**config.mk**
```make
export PLATFORM = sky130hd
export DESIGN_NAME = mem_ctrl
export DESIGN_NICKNAME = d
export VERILOG_FILES = /design/src/rtl/mem_ctrl_pkg.sv /design/src/rtl/mem_ctrl.sv
export SDC_FILE = /design/constraint.sdc
export NUM_CORES = 1
export LEC_CHECK = 0
export CORE_MARGIN = 8
export CORE_UTILIZATION = 57
export DETAILED_ROUTE_END_ITERATION = 8
export MAX_ROUTING_LAYER = met4
export PLACE_DENSITY = 0.87
export SLEW_MARGIN = 20
export SYNTH_ARGS = -nofsm -noshare
export SYNTH_HDL_FRONTEND = slang
export SYNTH_SLANG_ARGS = --single-unit
```
**constraint.sdc**
```tcl
create_clock -name clk -period 6 [get_ports clk]
set_input_delay 1.5 -clock clk [delete_from_list [all_inputs] [get_ports clk]]
set_output_delay 1.5 -clock clk [all_outputs]
set_load 0.01 [all_outputs]
```
**src/rtl/mem_ctrl_pkg.sv**
```systemverilog
// Shared encodings for the byte-serial memory controller: access sizes,
// controller states and boolean constants.
package mem_ctrl_pkg;

    localparam logic TRUE  = 1'b1;
    localparam logic FALSE = 1'b0;

    localparam logic [1:0] SIZE_BYTE = 2'd0;
    localparam logic [1:0] SIZE_HALF = 2'd1;
    localparam logic [1:0] SIZE_WORD = 2'd2;

    typedef enum logic [1:0] {
        IDLE  = 2'd0,
        READ  = 2'd1,
        WRITE = 2'd2
    } state_e;

    function automatic logic [2:0] size_bytes(input logic [1:0] size);
        case (size)
            SIZE_BYTE: return 3'd1;
            SIZE_HALF: return 3'd2;
            SIZE_WORD: return 3'd4;
            default:   return 3'd4;
        endcase
    endfunction

endpackage

```
**src/rtl/mem_ctrl.sv**
```systemverilog
// Byte-serial memory controller arbitrating instruction fetch and load/store
// onto an 8-bit RAM port. Define IO_STALL_EN to hold I/O stores while io_buffer_full.
module mem_ctrl
    import mem_ctrl_pkg::*;
#(
    parameter logic [31:0] IO_ADDR_HI = 32'h0003_0000
) (
    input  logic        clk,
    input  logic        rst,
    input  logic        rdy,
    input  logic        rollback,
    input  logic        if_req,
    input  logic [31:0] if_addr,
    output logic        if_valid,
    output logic [31:0] if_data,
    input  logic        ls_req,
    input  logic        ls_wr,
    input  logic [1:0]  ls_size,
    input  logic        ls_sext,
    input  logic [31:0] ls_addr,
    input  logic [31:0] ls_wdata,
    output logic        ls_grant,
    output logic        ls_valid,
    output logic [31:0] ls_rdata,
    output logic        store_done,
    input  logic [7:0]  mem_din,
    output logic [7:0]  mem_dout,
    output logic [31:0] mem_a,
    output logic        mem_wr,
    input  logic        io_buffer_full
);

    state_e      state;
    logic [2:0]  cnt;
    logic [2:0]  nbytes;
    logic [31:0] base;
    logic [31:0] wdata;
    logic [31:0] rbuf;
    logic [1:0]  rsize;
    logic        rsext;
    logic        is_fetch;

    logic [2:0]  step;
    logic [2:0]  wr_idx;
    logic [1:0]  cap_idx;
    logic [31:0] rd_word;
    logic [31:0] wr_addr;
    logic        acc_stall;
    logic        wr_stall;
    logic        pulse_busy;

    function automatic logic [31:0] load_extend(input logic [31:0] raw,
                                                input logic [1:0]  size,
                                                input logic        sext);
        case (size)
            SIZE_BYTE: return {{24{sext & raw[7]}}, raw[7:0]};
            SIZE_HALF: return {{16{sext & raw[15]}}, raw[15:0]};
            default:   return raw;
        endcase
    endfunction

    // cnt counts edges since acceptance; a read byte arrives two edges after its address
    assign step       = cnt + 3'd1;
    assign cap_idx    = 2'(cnt - 3'd1);
    assign wr_idx     = mem_wr ? step : cnt;
    assign wr_addr    = base + 32'(wr_idx);
    assign pulse_busy = if_valid | ls_valid | store_done;

    always_comb begin
        rd_word = rbuf;
        rd_word[{cap_idx, 3'b000} +: 8] = mem_din;
    end

`ifdef IO_STALL_EN
    assign acc_stall = io_buffer_full && (ls_addr >= IO_ADDR_HI);
    assign wr_stall  = io_buffer_full && (wr_addr >= IO_ADDR_HI);
`else
    logic unused_io_full;
    assign unused_io_full = io_buffer_full;
    assign acc_stall      = FALSE;
    assign wr_stall       = FALSE;
`endif

    always_ff @(posedge clk or negedge rst) begin
        if (!rst) begin
            state      <= IDLE;
            cnt        <= '0;
            nbytes     <= '0;
            base       <= '0;
            wdata      <= '0;
            rbuf       <= '0;
            rsize      <= '0;
            rsext      <= FALSE;
            is_fetch   <= FALSE;
            if_valid   <= FALSE;
            if_data    <= '0;
            ls_grant   <= FALSE;
            ls_valid   <= FALSE;
            ls_rdata   <= '0;
            store_done <= FALSE;
            mem_dout   <= '0;
            mem_a      <= '0;
            mem_wr     <= FALSE;
        end else if (rdy) begin
            if_valid   <= FALSE;
            ls_valid   <= FALSE;
            ls_grant   <= FALSE;
            store_done <= FALSE;
            case (state)
                IDLE: begin
                    mem_wr <= FALSE;
                    mem_a  <= '0;
                    cnt    <= '0;
                    // hold off while the previous completion pulse is still visible
                    if (!pulse_busy) begin
                        if (ls_req && ls_wr) begin
                            state    <= WRITE;
                            ls_grant <= TRUE;
                            base     <= ls_addr;
                            wdata    <= ls_wdata;
                            nbytes   <= size_bytes(ls_size);
                            mem_a    <= ls_addr;
                            mem_dout <= ls_wdata[7:0];
                            mem_wr   <= !acc_stall;
                        end else if (ls_req && !rollback) begin
                            state    <= READ;
                            ls_grant <= TRUE;
                            base     <= ls_addr;
                            nbytes   <= size_bytes(ls_size);
                            rsize    <= ls_size;
                            rsext    <= ls_sext;
                            is_fetch <= FALSE;
                            rbuf     <= '0;
                            mem_a    <= ls_addr;
                        end else if (if_req && !rollback) begin
                            state    <= READ;
                            base     <= if_addr;
                            nbytes   <= 3'd4;
                            rsize    <= SIZE_WORD;
                            rsext    <= FALSE;
                            is_fetch <= TRUE;
                            rbuf     <= '0;
                            mem_a    <= if_addr;
                        end
                    end
                end
                READ: begin
                    if (rollback) begin
                        state <= IDLE;
                        mem_a <= '0;
                        rbuf  <= '0;
                        cnt   <= '0;
                    end else begin
                        if (step < nbytes)
                            mem_a <= base + 32'(step);
                        if (step >= 3'd2)
                            rbuf <= rd_word;
                        if (step == nbytes + 3'd1) begin
                            state <= IDLE;
                            mem_a <= '0;
                            if (is_fetch) begin
                                if_valid <= TRUE;
                                if_data  <= rd_word;
                            end else begin
                                ls_valid <= TRUE;
                                ls_rdata <= load_extend(rd_word, rsize, rsext);
                            end
                        end
                        cnt <= step;
                    end
                end
                WRITE: begin
                    // a stalled byte (mem_wr low) is retried at the same index
                    if (mem_wr && step == nbytes) begin
                        state      <= IDLE;
                        mem_wr     <= FALSE;
                        mem_a      <= '0;
                        cnt        <= '0;
                        store_done <= TRUE;
                    end else begin
                        cnt      <= wr_idx;
                        mem_a    <= wr_addr;
                        mem_dout <= wdata[{wr_idx[1:0], 3'b000} +: 8];
                        mem_wr   <= !wr_stall;
                    end
                end
                default: state <= IDLE;
            endcase
        end
    end

endmodule

```
* Word-level counts from Yosys, hierarchy flattened
Cells that the tools add are included.
** Cells by class
- $add $sub $neg :: 6
- Magnitude comparators :: 2
- Eq/ne operators :: 16
- Shift-type cells :: 3
- Multiplexer cells :: 65
- Bitwise gates (word level) :: 8
- Reductions and logical operators :: 24
** Operator list (number)
- $mux 32 :: 17
- $pmux 32 s2 :: 2
- $pmux 32 s3 :: 1
- $add 32x3->32 :: 2
- $bwmux 32 :: 1
- $shift 8x7->32 const A :: 1
- $shiftx 32x6->8 :: 1
- $shiftx 8x7->32 :: 1
- $reduce_and 5->1 :: 5
- $mux 8 :: 3
- $mux 1 :: 21
- $mux 2 :: 9
- $mux 3 :: 6
- $pmux 8 s2 :: 1
- $ne 2x2->1 const B :: 5
- $ne 3x3->1 const B :: 3
- $pmux 3 s3 :: 1
- $ne 4x4->1 const B :: 2
- $reduce_and 4->1 :: 2
- $neg 5->7 :: 1
- $add 3x1->3 const B :: 2
- $eq 2x1->1 const B :: 3
- $eq 3x3->1 :: 2
- $logic_not 2->1 :: 3
- other kinds (17) :: 29
** Word-level totals
- Register bits after elaboration :: 217
- Bits of input ports :: 115
- Output and inout bits :: 109
- Word-level logic and storage cells :: 142

* Longest topological paths before layout
- Depth after elaboration :: 7
- Mapped depth :: 13
- Mapped depth without buffers :: 11

* Least setup slack after synthesis
Ideal clock, no wire load.
- Path type :: register to register
- Start point :: reg cnt[0]
- End point :: reg mem_a[12]
- Setup time :: 126 ps
- Data arrival time :: 3204 ps
- Required time :: 5874 ps
- Setup slack :: 2670 ps
- Cell stages (with the launch flop) :: 13
- Buffers on the path :: 2
- Period minus slack after synthesis :: 3330 ps
- Cells stage by stage :: dfrtp_1 > buf_2 > inv_1 > ha_1 > buf_2 > mux2i_1 > fa_1 > nor2b_1 > o21ai_0 > or3_1 > o22ai_1 > or2_2 > a221o_1
** Between the ends
- Cells in the longest elaborated chain, start to end :: 6
- Elaborated cells on any way between the ends :: 15
- Those cells by class :: 3 x add/sub; 1 x order compare; 3 x eq/ne; 6 x mux; 2 x reduce/logical
** Ends and longest elaborated chain
- from (decl) :: line mem_ctrl.sv:34 : logic [2:0] cnt;
- from (signal assigned) :: line mem_ctrl.sv:169 : cnt <= step;
- from (signal assigned) :: line mem_ctrl.sv:181 : cnt <= wr_idx;
- $add 3x1->3 :: line mem_ctrl.sv:63 : assign step = cnt + 3'd1;
- $add 32x3->32 :: line mem_ctrl.sv:155 : mem_a <= base + 32'(step);
- $mux 32 :: line mem_ctrl.sv:154 : if (step < nbytes)
- $mux 32 :: line mem_ctrl.sv:158 : if (step == nbytes + 3'd1) begin
- $mux 32 :: line mem_ctrl.sv:148 : if (rollback) begin
- $pmux 32 s3 :: line mem_ctrl.sv:109 : case (state)
- to (signal assigned) :: line mem_ctrl.sv:122 : mem_a <= ls_addr;
- to (signal assigned) :: line mem_ctrl.sv:143 : mem_a <= if_addr;
- to (signal assigned) :: line mem_ctrl.sv:155
- to (decl) :: line mem_ctrl.sv:28 : output logic [31:0] mem_a,
Several ways; a longest one is shown, not always the timed one. The select of a mux whose other input is x is not followed.
A chain may end at the register's enable or synchronous reset.

* Worst setup path after layout
- Start point :: reg cnt[0]
- End point :: reg mem_a[21]
Same word-level chain as after synthesis.

==> reports/results.ini <==
[finish]
drive_gt1_share_pct=9.59
syn_to_final_growth_pct=28.5
final_cells=1730
multi_input_area_sq_um=5680
diodes=0
n_fill_cell=1442
ff_latch_area_sq_um=5430
fin_nets=1580

[synthesis]
syn_area_per_cell_sq_um=9.16
synth_ff_type=dfrtp_1
synth_edf_count=0
yosysTopAreaCell=dfrtp_1
synthTopCellsByCount=225 x nand2_1, 217 x dfrtp_1, 110 x a21oi_1, 110 x nor2_1, 60 x o21ai_0
yosysWarnings=0
syn-num-nets=1397
ys_ff_latch=217
synth_most_common_cell=nand2_1
syn_inst=1260
yosys.area.top_type_share_pct=47.0
async_flop_share_pct=100
synth_seq_area_share_pct=47.0
ys_types=73
synth.area.top_cells=dfrtp_1 47%, nand2_1 7.3%, mux2_2 5.0%
syn_area_sq_um=11500

[timing]
min_period_over_period_pct=69.1
worstMarginPinSlew_ns=0.950
maxSlewHeadroom_pct=35.9
finalSetupTns_ns=0
rsz0062_at_grt=no
period_minus_slack_ns=4.15
setup-violations-final=0
finalMaxSlewViolations=0
hold_viol_final=0
skew_ns=0.0102
fmax_ghz=0.241

[cts]
cts-root-buf=clkbuf_16
cts-resized-gates=0
postCtsHoldBufs=0
cts_tree=built
clockBufferDepth=3
clk_pin_slew_ns=0.06
numCtsBuffers=23
insertion_delay_ns=0.51
cts_max_level=1
postCtsSetupBuffers=0
cts_sinks=217

[setup_path]
crit_path_top_delay_cell=o311ai_0
cp_max_fo=18
end_kind=flip-flop
cp_cell_sequence=inv_1 -> ha_1 -> ha_1 -> nand4_1 -> and2_1 -> a22oi_1 -> o311ai_0 -> a221o_1
cp-start-kind=flip-flop
max_stage_delay_ns=0.91
cp-startpoint=cnt[0]
critical_path_class=reg -> reg
cpMostUsedCell=ha_1
critPathRequiredTime_ns=6.44
worst_r2r_startpoint=cnt[0]
cp_data_arrival_time_ns=4.59

[route]
ant_nets=0
wl_per_cell_um=21.1
wirelength_um=36500
vias_per_cell=6.24
drc=0
dr_total_vias=10800
dr.first_iter.drc_count=1169
first_pass_iters=6

[floorplanning]
start_util_pct=57.6
rows=52
dieArea_sq_um=25100
die_h_um=158
die_w_um=158
core_area_sq_um=20000
pin_count=224

[outcome]
status=finished, final reports clean

[power_and_ir_drop]
leakagePower_nw=6.17
power-per-cell-area_nw_per_um2=484
peakVddDrop_mv=0.289

[global_route]
grt_max_degree=118
grt_pass1_wl_um=58300
grt_pass1_vias=10700
gr-total-overflow=0
grt_usage_pct=30.2
antenna_found_initial=0

[place]
port_buffers=222
dp_hpwl_um=25300
gp_congestion=0.948
dpl.cell_count=1688

[run]
maxCapViolations=0

[min_path]
hp-class=reg -> reg
hp-start=rbuf[15]

-- layout make-up --
type | instances | area share (%)
clock buffers | 31 | 4.42
clock inverters | 11 | 1.43
inverters | 41 | 1.04
multi-input cells | 922 | 38.3
flip-flops and latches | 217 | 36.6
well taps | 270 | 2.28
repair buffers | 238 | 15.9
-- final timing paths --
check | endpoint | slack [ns] | cells after the start
worst max-delay path | mem_a[21] | 1.85 | 8
worst min-delay path | rbuf[15] | 0.47 | 2
worst max register to register | mem_a[21] | 1.85 | 8
worst min register to register | rbuf[15] | 0.47 | 2
max in group asynchronous | ls_rdata[14] | 3.83 | 2
min in group asynchronous | if_data[10] | 1.06 | 1
-- power by group --
| group | total, W | switching (W) | internal [W] |
|---|---|---|---|
| clock network | 0.00163 | 0.000599 | 0.00103 |
| logic | 0.00305 | 0.00169 | 0.00136 |
| registers | 0.00251 | 0.000525 | 0.00198 |
| total | 0.00718 | 0.00281 | 0.00437 |
-- cell usage in the layout, fill, tap and decap left out, types with 21 or more instances in the layout --
cell | netlist | routed
nand3_1 | 27 | 27
clkdlybuf4s50_1 | 0 | 221
mux2_2 | 51 | 51
o211ai_1 | 24 | 24
o21ai_0 | 60 | 60
nor2b_1 | 22 | 21
nor2_1 | 110 | 106
mux2i_1 | 21 | 21
dfrtp_1 | 217 | 217
clkbuf_16 | 0 | 23
inv_1 | 40 | 40
nand2_1 | 225 | 224
a21oi_1 | 110 | 109
a31oi_1 | 45 | 45
-- sequential cells by signal, indices dropped and copies added (netlist names), 2 cells and up --
signal / cells
rsize: 2
mem_dout: 8
state: 2
base: 32
if_data: 32
cnt: 3
ls_rdata: 32
mem_a: 32
nbytes: 3
wdata: 32
rbuf: 32
-- per-layer routing --
| metal | wire length, um | global-route usage [%] | vias to the layer above |
|---|---|---|---|
| met3 | 3420 | 5.10 | 109 |
| li1 | - | - | 4875 |
| met5 | 0 | - | - |
| met1 | 14200 | 37.7 | 5182 |
| met4 | 1280 | 10.2 | 0 |
| met2 | 17600 | 49.5 | 624 |
-- worst max-delay path, delay by kind of cell (launching register included) --
kind	cells	cell delay, ns
adder cells (fa/ha/maj)	2	0.91
flip-flops	1	0.62
buffers and inverters	1	0.23
AND/OR/NAND/NOR	2	0.77
AO/OA/AOI/OAI	3	1.54
-- cells by family (layout without fill, tap and decap cells) --
group	count (synthesis)	after routing	share of synthesized area, %
muxes	80	80	8.36
buffers and inverters	121	321	4.21
xor gates and xnor gates	9	9	0.813
DFF	217	217	47.0
and+or+nand+nor	468	468	18.3
adders and majority gates	22	22	2.51
AOI/OAI and AO/OA	343	343	18.8
-- metrics by stage --
stage                     setup slack (ns)  hold WS, ns  utilization, %  instance area [sq um]  total power (W)
after global routing                  1.68        0.500            74.0                  14800          0.00756
after floorplan                       2.67        0.441               -                  11500          0.00419
after detailed placement              1.53        0.458            69.6                  14000          0.00548
final                                 1.85        0.468            74.0                  14800          0.00718
after CTS                             1.97        0.472            74.0                  14800          0.00713
after global placement                1.63        0.451            69.6                  13900          0.00537
No activity file was read; power rests on OpenSTA's default activity.
